<file path="config.mk">
export PLATFORM = sky130hd
export DESIGN_NAME = lbist_ctrl
export DESIGN_NICKNAME = d
export VERILOG_FILES = /design/src/rtl/lbist_pkg.sv /design/src/rtl/lbist_vld_pipe.sv /design/src/rtl/lbist_ctrl.sv
export SDC_FILE = /design/constraint.sdc
export NUM_CORES = 1
export LEC_CHECK = 0
export ABC_AREA = 1
export CORE_MARGIN = 10
export CORE_UTILIZATION = 40
export CTS_CLUSTER_DIAMETER = 120
export DETAILED_ROUTE_END_ITERATION = 8
export GPL_TIMING_DRIVEN = 0
export MAX_ROUTING_LAYER = met4
export PLACE_DENSITY_LB_ADDON = 0.08
export SLEW_MARGIN = 0
export SYNTH_ARGS = -nofsm -noshare
export SYNTH_HDL_FRONTEND = slang
export SYNTH_SLANG_ARGS = --single-unit
</file>
<file path="constraint.sdc">
create_clock -name clk -period 2.4 [get_ports clk]
set_input_delay 0.36 -clock clk [delete_from_list [all_inputs] [get_ports clk]]
set_output_delay 0.36 -clock clk [all_outputs]
set_load 0.02 [all_outputs]
</file>
<file path="src/rtl/lbist_pkg.sv">
// Shared types and helpers for the LBIST session sequencer.
package lbist_pkg;

    typedef enum logic [2:0] {
        IDLE,
        INIT,
        RUN,
        FLUSH,
        DONE
    } lbist_state_e;

    // Truncated to the index width at the point of use.
    localparam logic [31:0] NO_FAIL = '1;

    function automatic int unsigned idx_w(input int unsigned n);
        return $clog2(n) + 1;
    endfunction

endpackage

</file>
<file path="src/rtl/lbist_vld_pipe.sv">
// Delay line aligning applied-pattern {valid, index} with the ORA's registered result.
module lbist_vld_pipe #(
    parameter int unsigned DEPTH = 1,
    parameter int unsigned W     = 1
) (
    input  logic         clk,
    input  logic         clr,
    input  logic         tpg_en,
    input  logic [W-1:0] pat_idx,
    output logic         sample_vld,
    output logic [W-1:0] sample_idx
);

    logic [DEPTH-1:0]        vld_q;
    logic [DEPTH-1:0][W-1:0] idx_q;

    always_ff @(posedge clk) begin
        if (clr) begin
            vld_q <= '0;
            idx_q <= '0;
        end else begin
            vld_q[0] <= tpg_en;
            idx_q[0] <= pat_idx;
            for (int unsigned i = 1; i < DEPTH; i++) begin
                vld_q[i] <= vld_q[i-1];
                idx_q[i] <= idx_q[i-1];
            end
        end
    end

    assign sample_vld = vld_q[DEPTH-1];
    assign sample_idx = idx_q[DEPTH-1];

endmodule

</file>
<file path="src/rtl/lbist_ctrl.sv">
// LBIST session sequencer: seeds/steps the TPG, manages ORA reset and collects results.
module lbist_ctrl
    import lbist_pkg::*;
#(
    parameter int unsigned N_PATTERNS = 16,
    parameter int unsigned ORA_LAT    = 1,
    parameter int unsigned FAIL_W     = 8
) (
    input  logic                            clk,
    input  logic                            rst,
    input  logic                            start,
    input  logic                            abort,
    input  logic                            ora_res,
    output logic                            tpg_load,
    output logic                            tpg_en,
    output logic                            test_mode,
    output logic                            ora_rst,
    output logic [idx_w(N_PATTERNS)-1:0]    pat_idx,
    output logic                            busy,
    output logic                            done,
    output logic                            pass,
    output logic [FAIL_W-1:0]               fail_count,
    output logic [idx_w(N_PATTERNS)-1:0]    first_fail
);

    localparam int unsigned IW = idx_w(N_PATTERNS);
    localparam int unsigned CW = $clog2(ORA_LAT) + 1;
    localparam logic [IW-1:0] NO_FAIL_IDX = NO_FAIL[IW-1:0];

    lbist_state_e state, state_nxt;
    logic [CW-1:0] flush_cnt, flush_cnt_nxt;
    logic [IW-1:0] pat_idx_nxt, first_fail_nxt;
    logic [FAIL_W-1:0] fail_count_nxt;
    logic tpg_load_nxt, tpg_en_nxt, test_mode_nxt, ora_rst_nxt;
    logic busy_nxt, done_nxt, pass_nxt;
    logic abort_hit;
    logic sample_vld;
    logic [IW-1:0] sample_idx;

    lbist_vld_pipe #(
        .DEPTH (ORA_LAT),
        .W     (IW)
    ) u_vld_pipe (
        .clk        (clk),
        .clr        (rst | abort_hit),
        .tpg_en     (tpg_en),
        .pat_idx    (pat_idx),
        .sample_vld (sample_vld),
        .sample_idx (sample_idx)
    );

    always_comb begin
        state_nxt = state;
        abort_hit = abort && (state == INIT || state == RUN || state == FLUSH);
        unique case (state)
            IDLE:    if (start) state_nxt = INIT;
            INIT:    state_nxt = RUN;
            RUN:     if (pat_idx == IW'(N_PATTERNS - 1)) state_nxt = FLUSH;
            FLUSH:   if (flush_cnt == CW'(ORA_LAT - 1)) state_nxt = DONE;
            DONE:    state_nxt = IDLE;
            default: state_nxt = IDLE;
        endcase
        if (abort_hit) state_nxt = IDLE;

        // Outputs are decoded from the next state so they register in step with it.
        tpg_load_nxt  = 1'b0;
        tpg_en_nxt    = 1'b0;
        test_mode_nxt = 1'b0;
        ora_rst_nxt   = 1'b1;
        busy_nxt      = 1'b0;
        done_nxt      = 1'b0;
        unique case (state_nxt)
            INIT: begin
                tpg_load_nxt  = 1'b1;
                test_mode_nxt = 1'b1;
                busy_nxt      = 1'b1;
            end
            RUN: begin
                tpg_en_nxt    = 1'b1;
                test_mode_nxt = 1'b1;
                ora_rst_nxt   = 1'b0;
                busy_nxt      = 1'b1;
            end
            FLUSH: begin
                test_mode_nxt = 1'b1;
                ora_rst_nxt   = 1'b0;
                busy_nxt      = 1'b1;
            end
            DONE: begin
                ora_rst_nxt = 1'b0;
                done_nxt    = 1'b1;
            end
            default: ;
        endcase

        pat_idx_nxt = pat_idx;
        if (state == IDLE && state_nxt == INIT) begin
            pat_idx_nxt = '0;
        end else if (state == RUN && state_nxt == RUN) begin
            pat_idx_nxt = pat_idx + 1'b1;
        end

        flush_cnt_nxt = (state == FLUSH) ? flush_cnt + 1'b1 : '0;

        fail_count_nxt = fail_count;
        first_fail_nxt = first_fail;
        pass_nxt       = pass;
        if (state == IDLE && start) begin
            fail_count_nxt = '0;
            first_fail_nxt = NO_FAIL_IDX;
            pass_nxt       = 1'b0;
        end else if (abort_hit) begin
            pass_nxt = 1'b0;
        end else begin
            if (sample_vld && ora_res) begin
                if (fail_count != '1) fail_count_nxt = fail_count + 1'b1;
                if (first_fail == NO_FAIL_IDX) first_fail_nxt = sample_idx;
            end
            // The last sample lands on the FLUSH->DONE edge, so judge on the updated count.
            if (state_nxt == DONE) pass_nxt = (fail_count_nxt == '0);
        end
    end

    always_ff @(posedge clk) begin
        if (rst) begin
            state      <= IDLE;
            flush_cnt  <= '0;
            tpg_load   <= 1'b0;
            tpg_en     <= 1'b0;
            test_mode  <= 1'b0;
            ora_rst    <= 1'b1;
            pat_idx    <= '0;
            busy       <= 1'b0;
            done       <= 1'b0;
            pass       <= 1'b0;
            fail_count <= '0;
            first_fail <= NO_FAIL_IDX;
        end else begin
            state      <= state_nxt;
            flush_cnt  <= flush_cnt_nxt;
            tpg_load   <= tpg_load_nxt;
            tpg_en     <= tpg_en_nxt;
            test_mode  <= test_mode_nxt;
            ora_rst    <= ora_rst_nxt;
            pat_idx    <= pat_idx_nxt;
            busy       <= busy_nxt;
            done       <= done_nxt;
            pass       <= pass_nxt;
            fail_count <= fail_count_nxt;
            first_fail <= first_fail_nxt;
        end
    end

endmodule

</file>
==> impl_metrics.yaml <==
placed_design:
  pre_cts_slack_ps: 425.5
  placed_area_mm2: 0.002009
  portBuffers: 29
  gp_congestion: 0.7835
  hpwl_um: 2730
layout:
  n_fill_cell: 403
  fin_area_mm2: 0.002092
  post_route_cells_drive_above_1_share_pct: 16.94
  nNetsFinal: 257
  multi_input_area_um2: 829.5
  n_antenna_cell: 0
  regArea_um2: 680.7
  syn_to_final_growth_pct: 26.28
status:
  outcome: "complete, no violations"
sta:
  slew_headroom_pct: 81.54
  finClkSkew_ps: 6.991
  hold_viol: 0
  min_period_ps: 1774
  finalSetupViolCount: 0
  timing.hold.ws_ps: 433.6
  rsz0062_at_grt: "false"
  fin_crit_sh_pct: 73.92
  tightest_slew_ps: 276.6
  finalWorstSetupSlack_ps: 626.0
  finalSetupTns_ps: 0
  slew_violations: 0
  fmax_ghz: 0.5637
clock_network:
  cts_tree: "yes"
  cts_resized: 0
  h-tree-depth: 2
  ctsHoldBuffers: 0
  cts-buffers-inserted: 5
  insertion_delay_ps: 280
  cts_root_buf: "clkbuf_8"
  cts_max_path_buffers: 2
  post_cts.repair.setup_buffers: 0
  path_clk_slew_ps: 60
  cts.sinks: 34
route:
  drtPass1Iterations: 4
  drc: 0
  ant_nets: 0
  drt_wl_total_um: 3459
  wl_per_cell_um: 11.61
  vias: 1381
  drt-initial-drc-count: 52
  vias_per_cell: 4.634
floorplan:
  die_h_um: 84.36
  design.die.area_mm2: 0.007116
  dieWidth_um: 84.36
  rows: 23
  ios: 30
  start_util_pct: 41.41
  core_mm2: 0.004000
worst_setup_path:
  arrival_ps: 1410
  critPathTopFamily: "buffers and inverters"
  slowest_stage: "clkdlybuf4s50_1"
  crit_chain: "clkdlybuf4s50_1"
  max_stage_delay_ps: 660
  cp_max_fo: 7
  path_buf_inv: 1
  cp-start-kind: "flop"
  cp-end-kind: "output port"
  worst_ep_required_time_ps: 2040
  crit_type: "flop to output port"
logic_synthesis:
  synth_area_per_cell_um2: 7.777
  synth-seq-cells: 34
  yosysSeqAreaShare_pct: 41.09
  synth_area_mm2: 0.001657
  ys_types: 30
  syn_nets: 221
  synth_cells: 213
  yosysWarningCount: 0
global_route:
  grt.overflow.total: 0
  track_usage_pct: 10.82
  grt_max_degree: 11
  grt_pass1_wl_um: 6341
  antenna_found_initial: 0
  grt_pass1_vias: 1468
worst_hold_path:
  hold_class: "flop to flop"
pwr:
  leakage_nw: 0.9250
  ir_drop_mv: 0.4052
  p_per_area_mw_per_mm2: 581.1
job:
  cap_violations: 0
## layer usage
| metal | track usage [%] | wire [µm] |
|---|---|---|
| met3 | 3.382 | 152 |
| met1 | 11.70 | 1598 |
| met2 | 17.98 | 1681 |
| met5 | - | 0 |
| met4 | 4.491 | 27 |
## registers in the layout, summed over array words and instances, names as in the netlist, 3 cells and up
| register | count |
|---|---|
| fail_count | 8 |
| first_fail | 5 |
| pat_idx | 5 |
| u_vld_pipe.sample_idx | 5 |
| state | 3 |
## cells in the final DEF, fill, tap and decap left out
master	synthesis	routed
a21boi_0	1	1
a21oi_1	12	12
a21oi_2	1	1
buf_2	3	3
buf_4	1	1
clkbuf_8	0	6
clkdlybuf4s50_1	0	29
clkinv_1	1	1
dfxtp_1	34	34
ha_1	3	3
inv_1	29	29
inv_2	3	3
nand2_1	39	39
nand2_2	8	8
nand2_4	2	2
nand2_8	1	1
nand3_1	14	14
nand3_2	4	4
nand3_4	2	2
nand3b_1	1	1
nand3b_2	1	1
nand4_1	5	5
nor2_1	19	19
nor2_2	3	3
nor2_4	6	6
nor3_1	2	2
nor3_2	1	1
o211ai_1	5	5
o21ai_0	5	5
o21ai_1	5	5
o21bai_1	1	1
xnor2_1	1	1
## Yosys cell counts, drive strengths merged
master / number / area, µm²
clkinv: 1 / 3.750
buf: 4 / 22.52
nand3: 20 / 145.1
nand3b: 2 / 18.77
nor3: 3 / 20.02
a21boi: 1 / 7.510
nor2: 28 / 157.6
o21bai: 1 / 7.510
o211ai: 5 / 37.54
nand4: 5 / 31.28
o21ai: 10 / 50.04
ha: 3 / 37.54
a21oi: 13 / 68.82
xnor2: 1 / 8.760
inv: 32 / 120.1
dfxtp: 34 / 680.7
nand2: 50 / 239.0
## cell families after synthesis
group | Yosys count | share of synthesized area (%)
AND/OR/NAND/NOR | 108 | 36.93
buffers and inverters | 37 | 8.836
flip-flops | 34 | 41.09
XOR/XNOR | 1 | 0.5288
AO/OA/AOI/OAI | 30 | 10.35
adder cells (fa/ha/maj) | 3 | 2.266
## cell type report
type                    count  area share (%)
clock buffers               6           3.947
inverters                  33           5.921
well taps                  50           2.990
plain buffers               4           1.077
flip-flops and latches     34           32.54
multi-input cells         142           39.65
repair buffers             29           13.88
## final timing paths
| kind | start | end | slack [ps] | cells after the start |
|---|---|---|---|---|
| max | fail_count[2]$_SDFFE_PP0N_ | fail_count[2] | 630 | 1 |
| min | tpg_en$_SDFF_PP0_ | u_vld_pipe.sample_vld$_SDFF_PP0_ | 430 | 2 |
| max reg2reg | fail_count[1]$_SDFFE_PP0N_ | pass$_SDFFE_PP0P_ | 780 | 11 |
| min reg2reg | tpg_en$_SDFF_PP0_ | u_vld_pipe.sample_vld$_SDFF_PP0_ | 430 | 2 |
## stage by stage
stage	power, W	instances	util [%]
after floorplan	0.0007565	213	-
after global placement	0.0008277	292	50.23
after global routing	0.001288	298	52.30
after detailed placement	0.0008287	292	50.23
final	0.001216	298	52.30
after CTS	0.001240	298	52.30
## where the power goes
group	internal, W	total (W)	switching, W
Combinational	0.0000842	0.000208	0.000124
Clock	0.000221	0.000403	0.000182
Sequential	0.000585	0.000605	0.0000195
No activity file was read; power rests on OpenSTA's default activity.
